===== config.mk =====
export PLATFORM = sky130hd
export DESIGN_NAME = cpu_fsm
export DESIGN_NICKNAME = d
export VERILOG_FILES = /design/src/rtl/cpu_pkg.sv /design/src/rtl/cpu_fsm_instr_dec.sv /design/src/rtl/cpu_fsm.sv
export SDC_FILE = /design/constraint.sdc
export NUM_CORES = 1
export LEC_CHECK = 0
export ABC_AREA = 1
export BUFFER_PORTS_ARGS = -buffer_cell sky130_fd_sc_hd__buf_2
export CAP_MARGIN = 20
export CORE_UTILIZATION = 46
export DETAILED_ROUTE_END_ITERATION = 6
export GPL_TIMING_DRIVEN = 1
export PLACE_DENSITY = 0.88
export SLEW_MARGIN = 20
export SYNTH_ARGS = -nofsm -noshare
export SYNTH_HDL_FRONTEND = slang
export SYNTH_SLANG_ARGS = --single-unit

===== constraint.sdc =====
create_clock -name clk -period 3.6 [get_ports clk]
set_input_delay 0.36 -clock clk [delete_from_list [all_inputs] [get_ports clk]]
set_output_delay 0.36 -clock clk [all_outputs]
set_load 0.005 [all_outputs]

===== src/rtl/cpu_pkg.sv =====
// Shared encodings for the lab CPU control path.
// States, opcode/op fields, ALU ops and writeback selects.
package cpu_pkg;

  typedef enum logic [2:0] {
    WAIT      = 3'd0,
    DECODE    = 3'd1,
    GET_A     = 3'd2,
    GET_B     = 3'd3,
    CALC      = 3'd4,
    WRITE_REG = 3'd5,
    WRITE_IMM = 3'd6
  } state_t;

  localparam logic [2:0] OPC_MOV = 3'b110;
  localparam logic [2:0] OPC_ALU = 3'b101;

  localparam logic [1:0] OP_MOV_REG = 2'b00;
  localparam logic [1:0] OP_MOV_IMM = 2'b10;
  localparam logic [1:0] OP_CMP     = 2'b01;

  localparam logic [1:0] ALU_ADD = 2'b00;
  localparam logic [1:0] ALU_SUB = 2'b01;
  localparam logic [1:0] ALU_AND = 2'b10;
  localparam logic [1:0] ALU_MVN = 2'b11;

  localparam logic [1:0] VSEL_MDATA = 2'b00;
  localparam logic [1:0] VSEL_PC    = 2'b01;
  localparam logic [1:0] VSEL_IMM8  = 2'b10;
  localparam logic [1:0] VSEL_C     = 2'b11;

endpackage


===== src/rtl/cpu_fsm_instr_dec.sv =====
// Instruction field splitter and immediate sign extension.
// Pure combinational; fields are valid in every state.
module instr_dec (
  input  logic [15:0] ir,
  output logic [2:0]  opcode,
  output logic [1:0]  op,
  output logic [2:0]  rn,
  output logic [2:0]  rd,
  output logic [2:0]  rm,
  output logic [1:0]  shift,
  output logic [15:0] sximm5,
  output logic [15:0] sximm8
);

  assign opcode = ir[15:13];
  assign op     = ir[12:11];
  assign rn     = ir[10:8];
  assign rd     = ir[7:5];
  assign shift  = ir[4:3];
  assign rm     = ir[2:0];
  assign sximm5 = {{11{ir[4]}}, ir[4:0]};
  assign sximm8 = {{8{ir[7]}}, ir[7:0]};

endmodule


===== src/rtl/cpu_fsm.sv =====
// Instruction register and control sequencer for the lab CPU.
// Define CPU_FSM_ERR_EN to add a sticky err output for bad opcodes.
module cpu_fsm
  import cpu_pkg::*;
(
  input  logic        clk,
  input  logic        reset,
  input  logic [15:0] in,
  input  logic        load,
  input  logic        s,
  output logic        w,
  output logic [2:0]  readnum,
  output logic [2:0]  writenum,
  output logic        write,
  output logic [1:0]  vsel,
  output logic        loada,
  output logic        loadb,
  output logic        loadc,
  output logic        loads,
  output logic        asel,
  output logic        bsel,
  output logic [1:0]  shift,
  output logic [1:0]  ALUop,
  output logic [15:0] sximm5,
`ifdef CPU_FSM_ERR_EN
  output logic [15:0] sximm8,
  output logic        err
`else
  output logic [15:0] sximm8
`endif
);

  state_t      state, state_n;
  logic [15:0] ir;
  logic [2:0]  opcode, rn, rd, rm;
  logic [1:0]  op;
  logic        is_mov_imm, is_mov_reg, is_alu;

  instr_dec u_dec (
    .ir     (ir),
    .opcode (opcode),
    .op     (op),
    .rn     (rn),
    .rd     (rd),
    .rm     (rm),
    .shift  (shift),
    .sximm5 (sximm5),
    .sximm8 (sximm8)
  );

  assign is_mov_imm = (opcode == OPC_MOV) && (op == OP_MOV_IMM);
  assign is_mov_reg = (opcode == OPC_MOV) && (op == OP_MOV_REG);
  assign is_alu     = (opcode == OPC_ALU);

  // State register
  always_ff @(posedge clk or posedge reset) begin
    if (reset) state <= WAIT;
    else       state <= state_n;
  end

  // IR only accepts a new word while idle
  always_ff @(posedge clk or posedge reset) begin
    if (reset)                       ir <= '0;
    else if (load && state == WAIT)  ir <= in;
  end

`ifdef CPU_FSM_ERR_EN
  logic undef_op;
  assign undef_op = ~(is_mov_imm | is_mov_reg | is_alu);

  // Sticky flag for undefined instructions seen in DECODE
  always_ff @(posedge clk or posedge reset) begin
    if (reset)                          err <= 1'b0;
    else if (state == DECODE && undef_op) err <= 1'b1;
  end
`endif

  // Next state and Moore outputs
  always_comb begin
    state_n  = state;
    w        = 1'b0;
    readnum  = 3'b000;
    writenum = 3'b000;
    write    = 1'b0;
    vsel     = VSEL_MDATA;
    loada    = 1'b0;
    loadb    = 1'b0;
    loadc    = 1'b0;
    loads    = 1'b0;
    asel     = 1'b0;
    bsel     = 1'b0;
    ALUop    = ALU_ADD;
    case (state)
      WAIT: begin
        w = 1'b1;
        if (s) state_n = DECODE;
      end
      DECODE: begin
        unique case (1'b1)
          is_mov_imm: state_n = WRITE_IMM;
          is_mov_reg: state_n = GET_B;
          is_alu:     state_n = GET_A;
          default:    state_n = WAIT;
        endcase
      end
      GET_A: begin
        readnum = rn;
        loada   = 1'b1;
        state_n = GET_B;
      end
      GET_B: begin
        readnum = rm;
        loadb   = 1'b1;
        state_n = CALC;
      end
      CALC: begin
        if (is_mov_reg) begin
          asel  = 1'b1;
          ALUop = ALU_ADD;
        end else begin
          ALUop = op;
        end
        if (is_alu && op == OP_CMP) begin
          loads   = 1'b1;
          state_n = WAIT;
        end else begin
          loadc   = 1'b1;
          state_n = WRITE_REG;
        end
      end
      WRITE_REG: begin
        writenum = rd;
        vsel     = VSEL_C;
        write    = 1'b1;
        state_n  = WAIT;
      end
      WRITE_IMM: begin
        writenum = rn;
        vsel     = VSEL_IMM8;
        write    = 1'b1;
        state_n  = WAIT;
      end
      default: state_n = WAIT;
    endcase
  end

endmodule


==> impl_results.md, run 1 <==
* Outcome: finished, final reports clean
* Mapped Cells at 157
* Most common cell after layout, fill and taps aside: buf_2
* Synth Register Bits at 19
* Post-CTS Setup Bufs at 0
* Largest net degree at the start of global routing at 28
* RSZ-0062 raised after global routing: false
* YS warnings at 0
* DP Wirelength at 1.83 mm
* Number of port buffers at 70
* Total CTS buffers at 3
* Total negative setup slack at 0 ns
* Die Height at 53.4 um
* Maxcap violations at 0
* Max-slew violation count at 0
* Max Clock Skew at 0.00395 ns
* Synth top area cells: dfrtp_1, buf_4, inv_1
* Final worst-path cycle share at 51.5%
* Least-Margin Pin Slew at 0.705 ns
* Area growth from synthesis to layout at 9.04%
* Final Hold Vio Count at 0
* Post-synthesis sequential area ratio at 39.1%
* CTS tree: done
* # IOs at 72
* Crit path DAT at 1.49 ns
* Top cell type's share of synthesized area at 39.1%
* Mapped cell area at 0.00122 mm2
* Via-to-Cell Ratio at 4.63
* Worst-path fanout max at 5
* Worst Slack Setup Final at 1.75 ns
* Number of global-route vias before repair at 883
* Worst-skew pair later-pin latency at 0.30 ns
* Lkg Pwr at 0.000851 uW
* Synth area leader: dfrtp_1
* Total die area at 0.00286 mm2
* Clock tree buffer depth at 2
* Routability cong. at 0.834
* DIE WIDTH at 53.4 um
* # rows at 18
* Initial DRC count at 16
* Grt ovf at 0
* Worst Setup End Kind: output port
* Core ar. at 0.00250 mm2
* Fmax at 540 MHz
* Root Buffer: clkbuf_4
* Dpl cells at 218
* Wirelength per Cell at 10.5 um
* First-pass GRT wire length at 3.59 mm
* Period minus WS final at 1.85 ns
* Mean post-synth cell area at 7.75 um2
* # diodes at 0
* Max rail drop VDD at 0.405 mV
* Via count at 1,028
* Clk pin slew, worst setup/hold paths at 0.11 ns
* Pwr dens at 831 mW/mm2
* Layout cell share with drive strength beyond 1 at 39.1%
* CTS hold repair buffers at 0
* CP Class: flop to output port
* Post-Route WL at 2.34 mm
* Most frequent cells in the layout: buf_2, nand2_1, inv_1
* Layout Cells excl Fill at 222
* Netlist cell types at 14
* DR DRC count at 0
* Slew Limit Headroom at 53.0%
* Initial Util at 48.7%
* Remaining antenna violation count at 0
* Final #Nets at 213
* DR pass1 iterations at 4
* # setup viols final at 0
* Post-CTS sizing at 0
* H-Tree Level Count at 1
* Post-placement worst setup slack at 2.10 ns
* GRT Overall Usage at 18.2%
* Initial antenna violation count at 0
* WP data required at 3.24 ns
* Fillers at 249
* Clk sink count at 19
* Synthesized Nets at 177
* CP Launch Type: flop
* Type of the worst min-delay path: input pin to asynchronous set/reset pin
-- registers in the layout (all words and copies together) (netlist names) --
signal  flops
ir         16
state       3
-- stage by stage --
stage / instance area, um2 / power (uW) / util (%) / hold WS [ns]
floorplan: 1220 / 996 / - / 0.311
global placement: 1300 / 982 / 52.1 / 0.489
detailed placement: 1300 / 1010 / 52.1 / 0.499
CTS: 1330 / 1120 / 53.1 / 0.184
global route: 1330 / 1230 / 53.1 / 0.229
finish: 1330 / 1100 / 53.1 / 0.149
-- power by group --
group	switching (uW)	internal [uW]
registers	97.6	316
logic	323	257
clock network	66.5	43.2
total	487	616
-- layout make-up --
cell class                 count  area (um2)  area share (%)
inverter                      22        82.6            6.22
timing repair buffer          70         350            26.4
multi-input combinational     77         355            26.8
tap                           30        37.5            2.83
clock buffer                   4        26.3            1.98
sequential                    19         475            35.8
-- critical path: stages, from the launching register on --
cell and delay, ns:
dfrtp_1 0.45, inv_1 0.10, nor3_1 0.23, inv_1 0.13, nor3_1 0.14, buf_2 0.13
-- logic make-up after synthesis --
logic type	synth area share (%)
AOI/OAI and AO/OA	7.91
buffers and inverters	31.8
DFF	39.1
other	0.308
and+or+nand+nor	21.0
-- worst paths after layout --
check | startpoint | end | cells after the start | slack, ns
worst max-delay path | state[2]$_DFFE_PP0P_ | asel | 5 | 1.75
worst max register to register | state[1]$_DFFE_PP0P_ | ir[8]$_DFFE_PP0P_ | 4 | 2.16
max in group asynchronous | reset | ir[7]$_DFFE_PP0P_ | 2 | 3.00
worst min-delay path | reset | ir[9]$_DFFE_PP0P_ | 2 | 0.15
worst min register to register | ir[14]$_DFFE_PP0P_ | ir[14]$_DFFE_PP0P_ | 2 | 0.52
min in group clk | in[4] | ir[4]$_DFFE_PP0P_ | 3 | 0.29
-- synth_stat cells, drive strengths merged --
cell / count
a21oi: 11
buf: 39
conb: 1
dfrtp: 19
inv: 22
nand2: 23
nand3: 11
nor2: 20
nor3: 4
o21ai: 2
o22ai: 5
-- per-layer routing --
metal / vias to the layer above / share of wire (%) / routed length, um / global-route usage, %
li1: 518 / - / - / -
met1: 462 / 39 / 909 / 18.8
met2: 40 / 53 / 1240 / 31.0
met3: 8 / 4.6 / 108 / 3.74
met4: 0 / 3.6 / 85 / 14.9
met5: - / 0 / 0 / 0
Power figures use the tool's default switching activity.
==> run 2, diff against run 1 <==
--- a/config.mk
+++ b/config.mk
@@ -5,13 +5,13 @@
 export SDC_FILE = /design/constraint.sdc
 export NUM_CORES = 1
 export LEC_CHECK = 0
-export ABC_AREA = 1
+export ABC_AREA = 0
 export BUFFER_PORTS_ARGS = -buffer_cell sky130_fd_sc_hd__buf_2
 export CAP_MARGIN = 20
-export CORE_UTILIZATION = 46
+export CORE_UTILIZATION = 44
 export DETAILED_ROUTE_END_ITERATION = 6
 export GPL_TIMING_DRIVEN = 1
-export PLACE_DENSITY = 0.88
+export PLACE_DENSITY = 0.84
 export SLEW_MARGIN = 20
 export SYNTH_ARGS = -nofsm -noshare
 export SYNTH_HDL_FRONTEND = slang
==> constraint.sdc (replaced) <==
create_clock -name clk -period 1.8 [get_ports clk]
set_input_delay 0.18 -clock clk [delete_from_list [all_inputs] [get_ports clk]]
set_output_delay 0.18 -clock clk [all_outputs]
set_load 0.005 [all_outputs]
==> impl_results.md, run 2 <==
* CP Launch Point: state[1]$_DFFE_PP0P_
* CP Class: flop to output port
* Synthesized Nets at 135 (-24%)
* YS warnings at 0 (unchanged)
* Die Height at 55.7 um (+4.3%)
* Period minus WS final at 1.77 ns
* Total die area at 0.00311 mm2 (+8.7%)
* Wire length on met3 at 174 um (+61%)
* Via count at 921 (-10%)
* EDFF count, synth at 0 (unchanged)
* DP Wirelength at 1.83 mm (-0.19%)
* RSZ-0062 raised after global routing: true
* Worst-path fanout max at 8 (+3)
* Number of global-route vias before repair at 862 (-2.4%)
* Logic pwr share at 54.1% (+1.5 points)
* Wirelength per Cell at 13.1 um (+24%)
* Maxcap violations at 0 (unchanged)
* Total CTS buffers at 3 (unchanged)
* Initial DRC count at 12 (-4)
* Area after DPL at 0.00136 mm2 (+4.6%)
* Top Registers: ir x16, state x3
* CP Launch Type: flop
* Outcome: finished, violations left
* Design area at 0.00143 mm2 (+7.7%)
* Clk sink count at 19 (unchanged)
* Final #Nets at 176 (-17%)
* Reg with most FFs: ir
* Post-synthesis sequential area ratio at 37.4% (-1.6 points)
* Final Hold Vio Count at 19 (+19)
* GRT Overall Usage at 16.2% (-2.0 points)
* Mapped Cells at 115 (-27%)
* NetSw at 926 uW (+90%)
* Worst Setup End Kind: output port
* Area growth from synthesis to layout at 12.6%
* Top cell type's share of synthesized area at 37.4% (-1.6 points)
* Most common cell after layout, fill and taps aside: buf_2
* Root Buffer: clkbuf_4
* Lkg Pwr at 0.000763 uW (-10%)
* Internal power at 1530 uW (+150%)
* # setup viols final at 0 (unchanged)
* Max-slew violation count at 0 (unchanged)
* Initial antenna violation count at 0 (unchanged)
* Total negative setup slack at 0 ns (unchanged)
* Mean post-synth cell area at 11.0 um2 (+42%)
* Max rail drop VDD at 0.989 mV (+140%)
* R2R Path Start: state[2]$_DFFE_PP0P_
* Dpl cells at 178 (-18%)
* First-pass GRT wire length at 3.85 mm (+7.1%)
* Final worst-path cycle share at 98.4%
* H-Tree Level Count at 1 (unchanged)
* Netlist cell types at 32 (+18)
* Fmax at 564 MHz
* Clock power share at 8.7% (-1.2 points)
* Layout Cells excl Fill at 186 (-16%)
* Crit path DAT at 1.59 ns (+0.10 ns)
* Fillers at 264 (+6.0%)
* Synth cell count leaders: buf_4, dfrtp_1, mux2_4, mux2_2, nor2b_1
* Max reg flops at 16 (unchanged)
* Type of the worst min-delay path: input pin to asynchronous set/reset pin
* Clk pin slew, worst setup/hold paths at 0.11 ns (about the same)
* Number of port buffers at 70 (unchanged)
* Synth Register Bits at 19 (unchanged)
* DIE WIDTH at 55.7 um (+4.3%)
* DR pass1 iterations at 3 (-1)
* Failing checks: negative hold slack
* Initial Util at 46.5% (-2.2 points)
* CTS hold repair buffers at 0 (unchanged)
* Most numerous cell in the Yosys netlist: buf_4
* Asr flop ratio synth at 100% (unchanged)
* Least-Margin Pin Slew at 0.705 ns (+0.000576 ns)
* Register area at 479 um2 (+0.79%)
* Max Clock Skew at 0.00522 ns (+0.00127 ns)
* Worst-skew pair later-pin latency at 0.29 ns (about the same)
* Via-to-Cell Ratio at 4.95 (+6.9%)
* # diodes at 0 (unchanged)
* Synth area leader: dfrtp_1
* Post-Route WL at 2.43 mm (+3.8%)
* Grt ovf at 0 (unchanged)
* Metal2 WL at 1.22 mm (-1.5%)
* Remaining antenna violation count at 0 (unchanged)
* WP data required at 1.62 ns (-1.62 ns)
* # IOs at 72 (unchanged)
* Core ar. at 0.00273 mm2 (+9.4%)
* Pwr dens at 1720 mW/mm2 (+110%)
* Net Sw Frac at 37.6% (-6.5 points)
* CTS tree: done
* DR DRC count at 0 (unchanged)
* DR top layer: met4
* Seq pwr share at 37.3% (-0.2 points)
* Routability cong. at 0.738 (-12%)
* M1 WL at 990 um (+8.9%)
* Most frequent cells in the layout: buf_2, dfrtp_1, mux2_4
* Largest net degree at the start of global routing at 20 (-29%)
* Layout cell share with drive strength beyond 1 at 67.7% (+29 points)
* Multi-input logic area at 487 um2 (+37%)
* Clock tree buffer depth at 2 (unchanged)
* WHS at -0.0208 ns (-0.170 ns)
* Mapped cell area at 0.00127 mm2 (+4.3%)
* Ys flop type: dfrtp_1
* Synth top area cells: dfrtp_1, buf_4, mux2_4
* Slew Limit Headroom at 52.9% (about the same)
* # rows at 19 (+1)
-- run 2: power groups by stage --
| stage | registers [uW] | clock network [uW] | logic, uW |
|---|---|---|---|
| after floorplan | 851 | 0 | 1350 |
| after global routing | 974 | 246 | 1440 |
| after global placement | 900 | 0 | 1250 |
| final | 916 | 213 | 1330 |
| after CTS | 921 | 221 | 1280 |
| after detailed placement | 923 | 0 | 1280 |
-- run 2: final cells by class --
type                       count  area share (%)
timing repair buffer          75            27.1
clock buffer                   4            1.84
sequential                    19            33.5
multi-input combinational     54            34.0
tap                           31            2.71
inverter                       3           0.787
-- run 2: cells by family after synthesis --
group,share of synthesized area (%)
AOI/OAI and AO/OA,7.39
buffers and inverters,24.9
DFF,37.4
muxes,17.1
other,0.295
and+or+nand+nor,12.8
-- run 2: repair_timing --
item,in CTS,in global routing
buffers inserted,0,4
endpoints found under the setup margin,4,4
resized for setup,3,2
-- run 2: final timing paths --
| path | end | slack [ns] | cells after the start |
|---|---|---|---|
| max | loadc | 0.03 | 3 |
| min | ir[13]$_DFFE_PP0P_ | -0.02 | 2 |
| max reg2reg | ir[12]$_DFFE_PP0P_ | 0.13 | 4 |
| min reg2reg | state[1]$_DFFE_PP0P_ | 0.54 | 1 |
| max in group asynchronous | state[1]$_DFFE_PP0P_ | 1.33 | 2 |
| min in group clk | ir[14]$_DFFE_PP0P_ | 0.11 | 2 |
-- run 2: worst max-delay path, cell delays in order (launching register included) --
cell and delay, ns:
dfrtp_2 0.46, or3b_2 0.52, a31oi_2 0.18, buf_2 0.14
-- run 2: per-layer routing --
metal / track usage [%] / up-vias
li1: - / 436
met1: 18.2 / 432
met2: 28.7 / 49
met3: 3.02 / 4
met4: 8.57 / 0
met5: 0 / -
-- run 2: stage by stage --
stage	util (%)	setup slack [ns]	hold WS, ns	power [uW]
2_1_floorplan	-	0.346	0.131	2200
3_3_place_gp	49.8	0.295	0.316	2150
3_5_place_dp	49.8	0.253	0.333	2200
4_1_cts	50.9	0.0103	0.00637	2420
5_1_grt	52.3	-0.0480	0.0422	2660
6_report	52.3	0.0284	-0.0208	2460
==> run 3, diff against run 2 <==
--- a/config.mk
+++ b/config.mk
@@ -8,10 +8,10 @@
 export ABC_AREA = 0
 export BUFFER_PORTS_ARGS = -buffer_cell sky130_fd_sc_hd__buf_2
 export CAP_MARGIN = 20
-export CORE_UTILIZATION = 44
+export CORE_UTILIZATION = 47
 export DETAILED_ROUTE_END_ITERATION = 6
 export GPL_TIMING_DRIVEN = 1
-export PLACE_DENSITY = 0.84
+export PLACE_DENSITY = 0.89
 export SLEW_MARGIN = 20
 export SYNTH_ARGS = -nofsm -noshare
 export SYNTH_HDL_FRONTEND = slang
==> constraint.sdc (replaced) <==
create_clock -name clk -period 2.2 [get_ports clk]
set_input_delay 0.22 -clock clk [delete_from_list [all_inputs] [get_ports clk]]
set_output_delay 0.22 -clock clk [all_outputs]
set_load 0.005 [all_outputs]
==> impl_results.md, run 3 (same netlist as run 2, synthesis figures left out) <==
* Via count at 909 (-1.3%)
* CTS hold repair buffers at 0 (unchanged)
* Type of the worst min-delay path: input pin to asynchronous set/reset pin
* # diodes at 0 (unchanged)
* H-Tree Level Count at 1 (unchanged)
* DP Wirelength at 1.85 mm (+1.2%)
* Maxcap violations at 0 (unchanged)
* Fmax at 509 MHz
* Reg with most FFs: ir
* Period minus WS final at 1.96 ns
* Least-Margin Pin Slew at 0.700 ns (-0.00540 ns)
* Layout cell share with drive strength beyond 1 at 64.0% (-3.7 points)
* Fillers at 246 (-6.8%)
* Post-Route WL at 2.44 mm (+0.62%)
* Total CTS buffers at 3 (unchanged)
* Final Hold Vio Count at 0 (-19)
* R2R depth at 3 (-1)
* Clk sink count at 19 (unchanged)
* Crit path DAT at 1.74 ns (+0.15 ns)
* Outcome: finished, final reports clean
* CTS tree: done
* # rows at 18 (-1)
* GRT Overall Usage at 17.0% (+0.86 points)
* Wirelength per Cell at 13.6 um (+4.0%)
* WHS at 0.00464 ns (+0.0255 ns)
* DR DRC count at 0 (unchanged)
* RSZ-0062 raised after global routing: false
* Sum of buffers and inverters on the critical path at 1 (unchanged)
* Core ar. at 0.00252 mm2 (-7.7%)
* Root Buffer: clkbuf_4
* R2R Path Start: state[2]$_DFFE_PP0P_
* Worst-skew pair later-pin latency at 0.31 ns (+0.02 ns)
* Via-to-Cell Ratio at 5.05 (+2.0%)
* Number of port buffers at 70 (unchanged)
* First-pass GRT wire length at 3.50 mm (-9.1%)
* # IOs at 72 (unchanged)
* Largest net degree at the start of global routing at 20 (unchanged)
* Crit path max-delay cell type: dfrtp_1
* Total die area at 0.00291 mm2 (-6.2%)
* DR pass1 iterations at 5 (+2)
* Post-CTS sizing at 0 (-3)
* Initial DRC count at 13 (+1)
* Most common cell after layout, fill and taps aside: buf_2
* Slew Limit Headroom at 53.3% (+0.36 points)
* Critical path's top delay family: flip-flops
* Pwr dens at 1430 mW/mm2 (-17%)
* Area growth from synthesis to layout at 8.67%
* CP Class: flop to output port
* Max reg flops at 16 (unchanged)
* Max rail drop VDD at 0.738 mV (-25%)
* Clk pin slew, worst setup/hold paths at 0.12 ns (about the same)
* Remaining antenna violation count at 0 (unchanged)
* Top Registers: ir x16, state x3
* CP max stage delay at 0.57 ns (+0.05 ns)
* Final worst-path cycle share at 89.3%
* Number of global-route vias before repair at 738 (-14%)
* Max Clock Skew at 0.00613 ns (+0.000906 ns)
* Lkg Pwr at 0.000743 uW (-2.6%)
* Setup slack on the worst flop-to-flop path at 0.58 ns (+0.45 ns)
* CP cell instances: or3b_2 -> a31oi_1 -> buf_2
* Worst-path fanout max at 12 (+4)
* CP Launch Type: flop
* Final #Nets at 171 (-2.8%)
* WP data required at 1.98 ns (+0.36 ns)
* Total negative setup slack at 0 ns (unchanged)
* Post-CTS Setup Bufs at 0 (unchanged)
* Initial antenna violation count at 0 (unchanged)
* Worst Setup End Kind: output port
* Routability cong. at 0.727 (-1.5%)
* Worst reg2reg path endpoint: ir[10]$_DFFE_PP0P_
* Clock tree buffer depth at 2 (unchanged)
* DIE WIDTH at 54.0 um (-3.1%)
* Grt ovf at 0 (unchanged)
* # setup viols final at 0 (unchanged)
* Most frequent cells in the layout: buf_2, dfrtp_1, mux2_4
* Max-slew violation count at 0 (unchanged)
* Initial Util at 50.3% (+3.9 points)
* Die Height at 54.0 um (-3.1%)
==> run 3: final cells by class <==
cell class | instances | area [um2] | share of cell area (%)
Clock buffer | 3 | 22.5 | 1.63
Clock inverter | 1 | 5.00 | 0.363
Timing Repair Buffer | 70 | 350 | 25.4
Multi-Input combinational cell | 54 | 478 | 34.6
Inverter | 3 | 11.3 | 0.816
Tap cell | 30 | 37.5 | 2.72
Sequential cell | 19 | 475 | 34.5
==> run 3: worst max-delay path by stage <==
| stage | start | end | depth (start not counted) |
|---|---|---|---|
| 2_1_floorplan | state[1]$_DFFE_PP0P_ | ir[0]$_DFFE_PP0P_ | 5 |
| 3_3_place_gp | state[2]$_DFFE_PP0P_ | loadc | 3 |
| 3_5_place_dp | state[2]$_DFFE_PP0P_ | loadc | 3 |
| 4_1_cts | state[2]$_DFFE_PP0P_ | loadc | 3 |
| 5_1_grt | state[2]$_DFFE_PP0P_ | loadc | 3 |
| 6_report | state[2]$_DFFE_PP0P_ | loadc | 3 |
==> run 3: power by group <==
group          switching (uW)  internal (uW)  leakage [uW]
Sequential                225            525      0.000227
Combinational             415            616      0.000499
Clock                     118           67.9     0.0000177
Total                     759           1210      0.000743
==> run 3: worst reg2reg max path: stages, from the launching register on <==
cell and delay [ns]:
dfrtp_1 0.52, nor3_2 0.26, and2_4 0.34, mux2_2 0.39
==> run 3: per-layer routing <==
layer,GRT usage [%],wire (um),vias up
li1,-,-,425
met1,21.2,1040,439
met2,30.5,1210,43
met3,1.98,179,2
met4,5.13,15,0
met5,0,0,-
==> run 3: metrics by stage <==
step | cell area, um2 | setup WS, ns | utilization, % | cells | power [uW]
2_1_floorplan | 1270 | 0.746 | - | 115 | 1800
3_3_place_gp | 1350 | 0.639 | 53.6 | 176 | 1750
3_5_place_dp | 1350 | 0.595 | 53.6 | 176 | 1790
4_1_cts | 1380 | 0.240 | 54.7 | 180 | 1980
5_1_grt | 1380 | 0.161 | 54.7 | 180 | 2110
6_report | 1380 | 0.235 | 54.7 | 180 | 1970
